<file path="config.mk">
export PLATFORM = sky130hd
export DESIGN_NAME = telemetry_framer
export DESIGN_NICKNAME = d
export VERILOG_FILES = /design/src/rtl/telemetry_framer.sv
export SDC_FILE = /design/constraint.sdc
export NUM_CORES = 2
export LEC_CHECK = 0
export BUFFER_PORTS_ARGS = -buffer_cell sky130_fd_sc_hd__buf_2
export CORE_MARGIN = 5
export CORE_UTILIZATION = 30
export DETAILED_ROUTE_END_ITERATION = 10
export GPL_TIMING_DRIVEN = 0
export PLACE_DENSITY_LB_ADDON = 0.2
export REMOVE_ABC_BUFFERS = 1
export SLEW_MARGIN = 5
export SYNTH_ARGS = -nofsm -noshare
export SYNTH_HDL_FRONTEND = slang
export SYNTH_SLANG_ARGS = --single-unit
</file>
<file path="constraint.sdc">
create_clock -name clk -period 45.3 [get_ports clk]
set_clock_uncertainty 0.1 [all_clocks]
set_input_delay 9.06 -clock clk [delete_from_list [all_inputs] [get_ports clk]]
set_output_delay 9.06 -clock clk [all_outputs]
set_load 0.005 [all_outputs]
</file>
<file path="src/rtl/telemetry_framer.sv">
// ---------------------------------------------------------------------------
// telemetry_framer
//
// Buffers multi-channel controller telemetry snapshots and serialises them
// as byte frames towards uart_tx. A frame is:
//   SYNC0, SYNC1, seq, payload (channel NUM_CH-1 first, MSB first per word)
//   [, chk]  -- chk only when TELEM_CHECKSUM_EN is defined
//
// Optional feature macro: TELEM_CHECKSUM_EN
//   defined     : one trailing byte chk so (seq + payload + chk) mod 256 == 0
//   not defined : frame ends after the last payload byte, no checksum logic
//
// Ports
//   clk            in   system clock
//   reset          in   asynchronous, active-high reset
//   en             in   framer enable; gates captures and new frame starts
//   sample_stb     in   one-cycle strobe: capture sample_data
//   sample_data    in   NUM_CH*WORD_BYTES*8 snapshot, channel NUM_CH-1 in MS word
//   tx_done        in   one-cycle pulse from uart_tx when a byte is finished
//   tx_start       out  one-cycle pulse: uart_tx loads tx_din
//   tx_din         out  byte to transmit (0 while idle)
//   busy           out  high while a frame is in flight
//   frames_dropped out  snapshots rejected on a full buffer, saturating
// ---------------------------------------------------------------------------
module telemetry_framer #(
    parameter int         NUM_CH      = 7,
    parameter int         WORD_BYTES  = 4,
    parameter int         DEPTH_POW_2 = 4,
    parameter logic [7:0] SYNC0       = 8'hA5,
    parameter logic [7:0] SYNC1       = 8'h5A
) (
    input  logic                           clk,
    input  logic                           reset,
    input  logic                           en,
    input  logic                           sample_stb,
    input  logic [NUM_CH*WORD_BYTES*8-1:0] sample_data,
    input  logic                           tx_done,
    output logic                           tx_start,
    output logic [7:0]                     tx_din,
    output logic                           busy,
    output logic [15:0]                    frames_dropped
);

    localparam int PAY_BYTES = NUM_CH * WORD_BYTES;
    localparam int SNAP_W    = PAY_BYTES * 8;
    localparam int DEPTH     = 1 << DEPTH_POW_2;
`ifdef TELEM_CHECKSUM_EN
    localparam int FRAME_LEN = 4 + PAY_BYTES;
`else
    localparam int FRAME_LEN = 3 + PAY_BYTES;
`endif
    localparam int               IDX_W     = $clog2(FRAME_LEN);
    localparam logic [IDX_W-1:0] LAST_IDX  = IDX_W'(FRAME_LEN - 1);
    localparam logic [IDX_W-1:0] FIRST_PAY = IDX_W'(3);

    typedef enum logic [1:0] {
        S_IDLE,
        S_SEND,
        S_WAIT
    } state_t;

    state_t state, next_state;

    // Snapshot buffer; pointers carry one extra wrap bit so full/empty are exact.
    logic [SNAP_W-1:0]    mem [DEPTH];
    logic [DEPTH_POW_2:0] wr_ptr, rd_ptr;
    logic                 empty, full, pop, push, drop;

    logic [SNAP_W-1:0] payload_reg;
    logic [IDX_W-1:0]  byte_idx;
    logic [7:0]        seq;
    logic [7:0]        cur_byte;
`ifdef TELEM_CHECKSUM_EN
    logic [7:0]        chk_acc;
`endif

    assign empty = (wr_ptr == rd_ptr);
    assign full  = (wr_ptr[DEPTH_POW_2] != rd_ptr[DEPTH_POW_2]) &&
                   (wr_ptr[DEPTH_POW_2-1:0] == rd_ptr[DEPTH_POW_2-1:0]);

    // A pop in the same cycle frees a slot, so a strobe on a full buffer
    // still gets in when a frame starts at that edge.
    assign pop  = (state == S_IDLE) && en && !empty;
    assign push = sample_stb && en && (!full || pop);
    assign drop = sample_stb && en && full && !pop;

    // Snapshot storage needs no reset: only slots behind wr_ptr are ever read.
    always_ff @(posedge clk) begin
        if (push) begin
            mem[wr_ptr[DEPTH_POW_2-1:0]] <= sample_data;
        end
    end

    always_ff @(posedge clk or posedge reset) begin
        if (reset) begin
            wr_ptr         <= '0;
            rd_ptr         <= '0;
            frames_dropped <= '0;
        end else begin
            if (push) begin
                wr_ptr <= wr_ptr + 1'b1;
            end
            if (pop) begin
                rd_ptr <= rd_ptr + 1'b1;
            end
            if (drop && (frames_dropped != 16'hFFFF)) begin
                frames_dropped <= frames_dropped + 16'd1;
            end
        end
    end

    // FSM state register
    always_ff @(posedge clk or posedge reset) begin
        if (reset) begin
            state <= S_IDLE;
        end else begin
            state <= next_state;
        end
    end

    // FSM next-state logic
    always_comb begin
        next_state = state;
        case (state)
            S_IDLE: if (pop) next_state = S_SEND;
            S_SEND: next_state = S_WAIT;
            S_WAIT: begin
                if (tx_done) begin
                    next_state = (byte_idx == LAST_IDX) ? S_IDLE : S_SEND;
                end
            end
            default: next_state = S_IDLE;
        endcase
    end

    // Frame datapath: the payload is shifted left after each payload byte so
    // the byte on air is always the top byte of payload_reg.
    always_ff @(posedge clk or posedge reset) begin
        if (reset) begin
            payload_reg <= '0;
            byte_idx    <= '0;
            seq         <= '0;
`ifdef TELEM_CHECKSUM_EN
            chk_acc     <= '0;
`endif
        end else if (pop) begin
            payload_reg <= mem[rd_ptr[DEPTH_POW_2-1:0]];
            byte_idx    <= '0;
`ifdef TELEM_CHECKSUM_EN
            chk_acc     <= seq;
`endif
        end else if ((state == S_WAIT) && tx_done) begin
            if (byte_idx == LAST_IDX) begin
                byte_idx <= '0;
                seq      <= seq + 8'd1;
            end else begin
                byte_idx <= byte_idx + IDX_W'(1);
                if (byte_idx >= FIRST_PAY) begin
                    payload_reg <= payload_reg << 8;
`ifdef TELEM_CHECKSUM_EN
                    chk_acc     <= chk_acc + payload_reg[SNAP_W-1 -: 8];
`endif
                end
            end
        end
    end

    // Byte selection for the current frame position
    always_comb begin
        cur_byte = payload_reg[SNAP_W-1 -: 8];
        if (byte_idx == IDX_W'(0)) begin
            cur_byte = SYNC0;
        end else if (byte_idx == IDX_W'(1)) begin
            cur_byte = SYNC1;
        end else if (byte_idx == IDX_W'(2)) begin
            cur_byte = seq;
        end
`ifdef TELEM_CHECKSUM_EN
        else if (byte_idx == LAST_IDX) begin
            cur_byte = 8'h00 - chk_acc;
        end
`endif
    end

    // FSM outputs; tx_din is held stable for the whole byte and is 0 when idle.
    always_comb begin
        tx_start = (state == S_SEND);
        busy     = (state != S_IDLE);
        tx_din   = busy ? cur_byte : 8'h00;
    end

endmodule

</file>
Yosys cells after proc, flatten, opt, wreduce, memory -nomap -nowiden
Memory sizes are Yosys's and may differ from the RTL's.
Index checks and enable logic that the tools add are counted.
{"block": "word_totals", "out_inout_bits": 26, "input_bits": 229, "elab_cells": 65, "register_bits": 265, "mem_bits_rw": 3584, "mem_count": 1}
{"block": "op_classes", "bitwise": 1, "mux": 17, "reduce_logical": 21, "order_cmp": 1, "eq_ne": 12, "n_addsub": 5}
{"name": "mem", "words": 16, "word_bits": 224, "read_ports": 1, "rd_clocked_by_memory_dff": 0, "wr": 1, "line_no": "65", "rtl": "logic [SNAP_W-1:0] mem [DEPTH];"}
{"cell": "224-bit 2-to-1 mux", "count": 4}
{"cell": "8-bit 2-to-1 mux", "count": 4}
{"cell": "16-bit by 1-bit adder with 16-bit output, second input constant", "count": 1}
{"cell": "16-bit != test, second input constant", "count": 1}
{"cell": "5-bit by 1-bit adder with 5-bit output, second input constant", "count": 3}
{"cell": "5-bit 2-to-1 mux", "count": 3}
{"cell": "1-bit logical AND", "count": 9}
{"cell": "8-bit by 1-bit adder with 8-bit output, second input constant", "count": 1}
{"cell": "2-bit != test, second input constant", "count": 3}
{"cell": "2-bit case mux with 3 select lines", "count": 1}
{"cell": "3-bit AND reduction", "count": 2}
{"cell": "2-bit nonzero test", "count": 3}
{"cell": "5-bit by 1-bit equality test with 1-bit output, second input constant", "count": 1}
{"cell": "5-bit by 2-bit equality test with 1-bit output, second input constant", "count": 1}
{"cell": "5-bit equality test", "count": 1}
{"cell": "5-bit equality test, second input constant", "count": 1}
{"cell": "5-bit by 2-bit >= comparator with 1-bit output, second input constant", "count": 1}
{"cell": "5-bit logical NOT", "count": 1}
{"cell": "4-bit equality test", "count": 1}
{"cell": "2-bit 2-to-1 mux", "count": 2}
{"cell": "1-bit logical NOT", "count": 3}
{"cell": "1-bit 2-to-1 mux", "count": 3}
{"cell": "2-bit by 1-bit equality test with 1-bit output, second input constant", "count": 1}
{"cell": "2-bit equality test, second input constant", "count": 1}
{"cell": "other kinds (5)", "count": 5}

Depth between registers and ports, before layout
{"block": "depth", "depth_word": 7, "mapped_depth": 10, "mapped_depth_nobuf": 7}

Worst setup path after synthesis
Ideal clock, no wire load.
{"block": "synth_path", "path_kind": "in2reg", "from": "input sample_stb", "to": "memory mem[3][0] (netlist bit), enable pin", "t_required_ns": 44.116, "n_path_buf": 0, "path_stages": 4, "slack_ns": 19.304, "setup_ns": 1.084, "arrival_ns": 24.812, "cell_sequence": "nand2_1 > a21oi_1 > nand2_1 > nor3_1"}
{"block": "synth_between", "elab_chain_cells": 4}
{"element": "start, declared", "line_no": "35", "rtl": "input logic sample_stb,"}
{"element": "1-bit logical AND (2 in a row)", "line_no": "84", "rtl": "assign push = sample_stb && en && (!full || pop);"}
{"element": "1-bit 2-to-1 mux", "line_no": "89", "rtl": "if (push) begin"}
{"element": "1-bit 2-to-1 mux (implied by the code)", "line_no": "90", "rtl": "mem[wr_ptr[DEPTH_POW_2-1:0]] <= sample_data;"}
{"element": "end, declared", "line_no": "65"}
No other way between the ends.

Final worst setup path
{"block": "layout_path", "from": "input en", "to": "memory mem[1][51] (netlist bit), enable pin"}
{"block": "layout_between", "elab_chain_cells": 6, "word_cells_on_any_way": 7, "classes_between": "mux (2); reduce/logical (5)"}
{"element": "start, declared", "line_no": "34", "rtl": "input logic en,"}
{"element": "1-bit logical AND (2 in a row)", "line_no": "83", "rtl": "assign pop = (state == S_IDLE) && en && !empty;"}
{"element": "1-bit logical OR", "line_no": "84"}
{"element": "1-bit logical AND (*)", "line_no": "84"}
{"element": "1-bit 2-to-1 mux (*)", "line_no": "89"}
{"element": "1-bit 2-to-1 mux (implied by the code) (*)", "line_no": "90"}
Mark *: on every way between the ends. The rest lies on a longest branch, timed or not.

==> qor.txt <==
final setup margin: 32.59 ns
dpl ws: 31.73 ns
vias in the first global route: 74,700
post-CTS setup buffer count: 0
critical path's most frequent cell: buf_6
Tcrit/Tclk final: 0.281
Max Cap Viol: 0
area leader, netlist: edfxtp_1
router iterations before antenna repair: 5
Clock transition at path regs: 0.06 ns
worst hold path class: flop to flop
FMAX: 78.6 MHz
Bufs on Longest Clock Path: 4
Die ar.: 0.498 sq mm
Synth area leaders: edfxtp_1, mux4_2, dfrtp_1
Mapped Cells: 6,605
later-pin clock latency in the skew report: 0.95 ns
sequential share of the synthesized area: 0.787
CP delay by family, top: buffers and inverters
TritonCTS buffer count: 406
antenna viol nets, final: 0
initial antenna violation count: 156
min Tclk post-route: 12.71 ns
largest net degree at the start of global routing: 72
GP Congestion: 0.664
VDD IR-drop max: 0.0402 mV
top cell type's share of synthesized area: 0.741
Avg Vias per Cell: 5.09
top-count cell post-synth: edfxtp_1
worst path buffer plus inverter count: 10
Area growth, synth to finish: 20.7%
first-pass GRT wire length: 583,000 um
max_slew headroom: 0.241
count of cell types in the netlist: 41
outcome: complete, no violations
initial core utilization: 0.301
via count: 72,100
crit path from: en
nets@finish: 7,594
Initial DRC Count: 6,512
Hold Startpoint: seq[7]
# IOs: 255
crit-path max cell delay: 0.87 ns
CTS H-Tree Depth: 5
Die H: 706 um
post-detail-place hpwl: 259,000 um
total track usage: 0.161
# setup viols final: 0
Crit Path Max Fanout: 9
CP cell instances: buf_2 > nand2_1 > a21oi_1 > nand2_1 > nor3_2 > buf_6 > buf_6 > buf_6 > buf_6 > buf_4 > buf_4 > buf_8 > buf_6 > buf_4
Die Wd: 706 um
Slowest-stage cell, CP: a21oi_1
Slew @ Worst Pin: 1.14 ns
area of the core: 0.482 sq mm
clock root cell: clkbuf_16
EDFF count, synth: 3,584
fin util: 0.363
Final Max Tran Viols: 0
# hold bufs at CTS: 0
CP required: 45.84 ns
Routed wire per std cell: 29.0 um
final hold vios: 0
Worst R2R Start: rd_ptr[0]
top cells by count, synth: edfxtp_1, mux4_2, a22oi_1
syn_area_per_cell: 22.0 sq um
WL final: 410,000 um
PortBufs: 254
max reg flops: 3,584
Top FF cell, synth: edfxtp_1
#FFs+latches synth: 3,849
Synth async-reset ratio: 0.0688
endpoint type of the worst setup path: flop
CP Class: input pin to flop
GRT overflow: 0
ratio of cells with drive above 1 in the final layout: 0.294
DRC: 0
CTS tree: yes
Resized cells post-CTS: 0
Worst setup SP type: input pin
Sink Count: 3,849
RSZ-0062 raised after global routing: false
post-synthesis cell area: 0.145 sq mm
Synth Warn #: 0
FP Rows: 255
Leak Pwr: 56.2 nW
Register-to-Register Setup Slack: 38.94 ns
P per Cell Area: 58.7 mW/mm^2
worst path arrival time: 13.26 ns
-- placed cells by master, fill, tap and decap left out, types with 75 or more instances in the layout --
cell	synthesis	routed
edfxtp_1	3584	3584
mux4_2	888	888
a22oi_1	440	440
clkbuf_16	0	415
nand2_1	357	357
dfrtp_1	265	261
buf_2	193	254
buf_12	0	192
a31oi_1	174	174
and3_1	167	167
buf_16	0	126
clkbuf_1	174	109
buf_6	0	78
buf_4	4	75
-- logic make-up after synthesis --
group           count (synthesis)  share of synthesized area
simple gates                  674                     0.0219
buf+inv                       410                     0.0124
compound gates                703                     0.0356
mux                           923                      0.140
xor+xnor                       35                    0.00211
fa+ha+maj                      11                   0.000948
flops                        3849                      0.787
-- where the power goes --
part	switching (W)	internal, W
clock	0.00136	0.00194
combinational	0.00143	0.00127
sequential	0.000128	0.00416
-- path summary, 6_finish.rpt --
| path | to | depth (start not counted) |
|---|---|---|
| worst min register to register | seq[7] | 1 |
| worst max-delay path | mem[1][51] | 14 |
| worst max register to register | mem[1][51] | 16 |
| worst min-delay path | seq[7] | 1 |
| max in group asynchronous | byte_idx[4] | 5 |
| min in group asynchronous | payload_reg[35] | 2 |
-- cell type report --
| class | count | area, sq um |
|---|---|---|
| multi-input combinational | 2346 | 29300 |
| sequential | 3849 | 114000 |
| fill | 44100 | 307000 |
| timing repair buffer | 740 | 10200 |
| clock buffer | 562 | 11300 |
| antenna | 29 | 72.6 |
| tap | 6425 | 8040 |
| inverter | 11 | 56.3 |
| clock inverter | 192 | 1880 |
-- metal layers --
| metal | track usage | share of wire |
|---|---|---|
| met1 | 0.228 | 0.44 |
| met2 | 0.260 | 0.48 |
| met3 | 0.0328 | 0.061 |
| met4 | 0.0317 | 0.020 |
| met5 | 0 | 0.0010 |
-- stage by stage --
stage          power (W)  setup TNS, ns  cells  area [sq um]  hold slack (ns)
6_report          0.0103              0  14200        175000            0.375
5_1_grt           0.0107              0  14100        175000            0.407
4_1_cts           0.0104              0  14100        175000            0.377
3_5_place_dp     0.00711              0  13400        162000            0.365
3_3_place_gp      0.0109              -  12900        153000            0.360
2_1_floorplan    0.00832       -2369.97   6206        143000            0.342
Note: power is estimated with default switching activity, not from simulation.
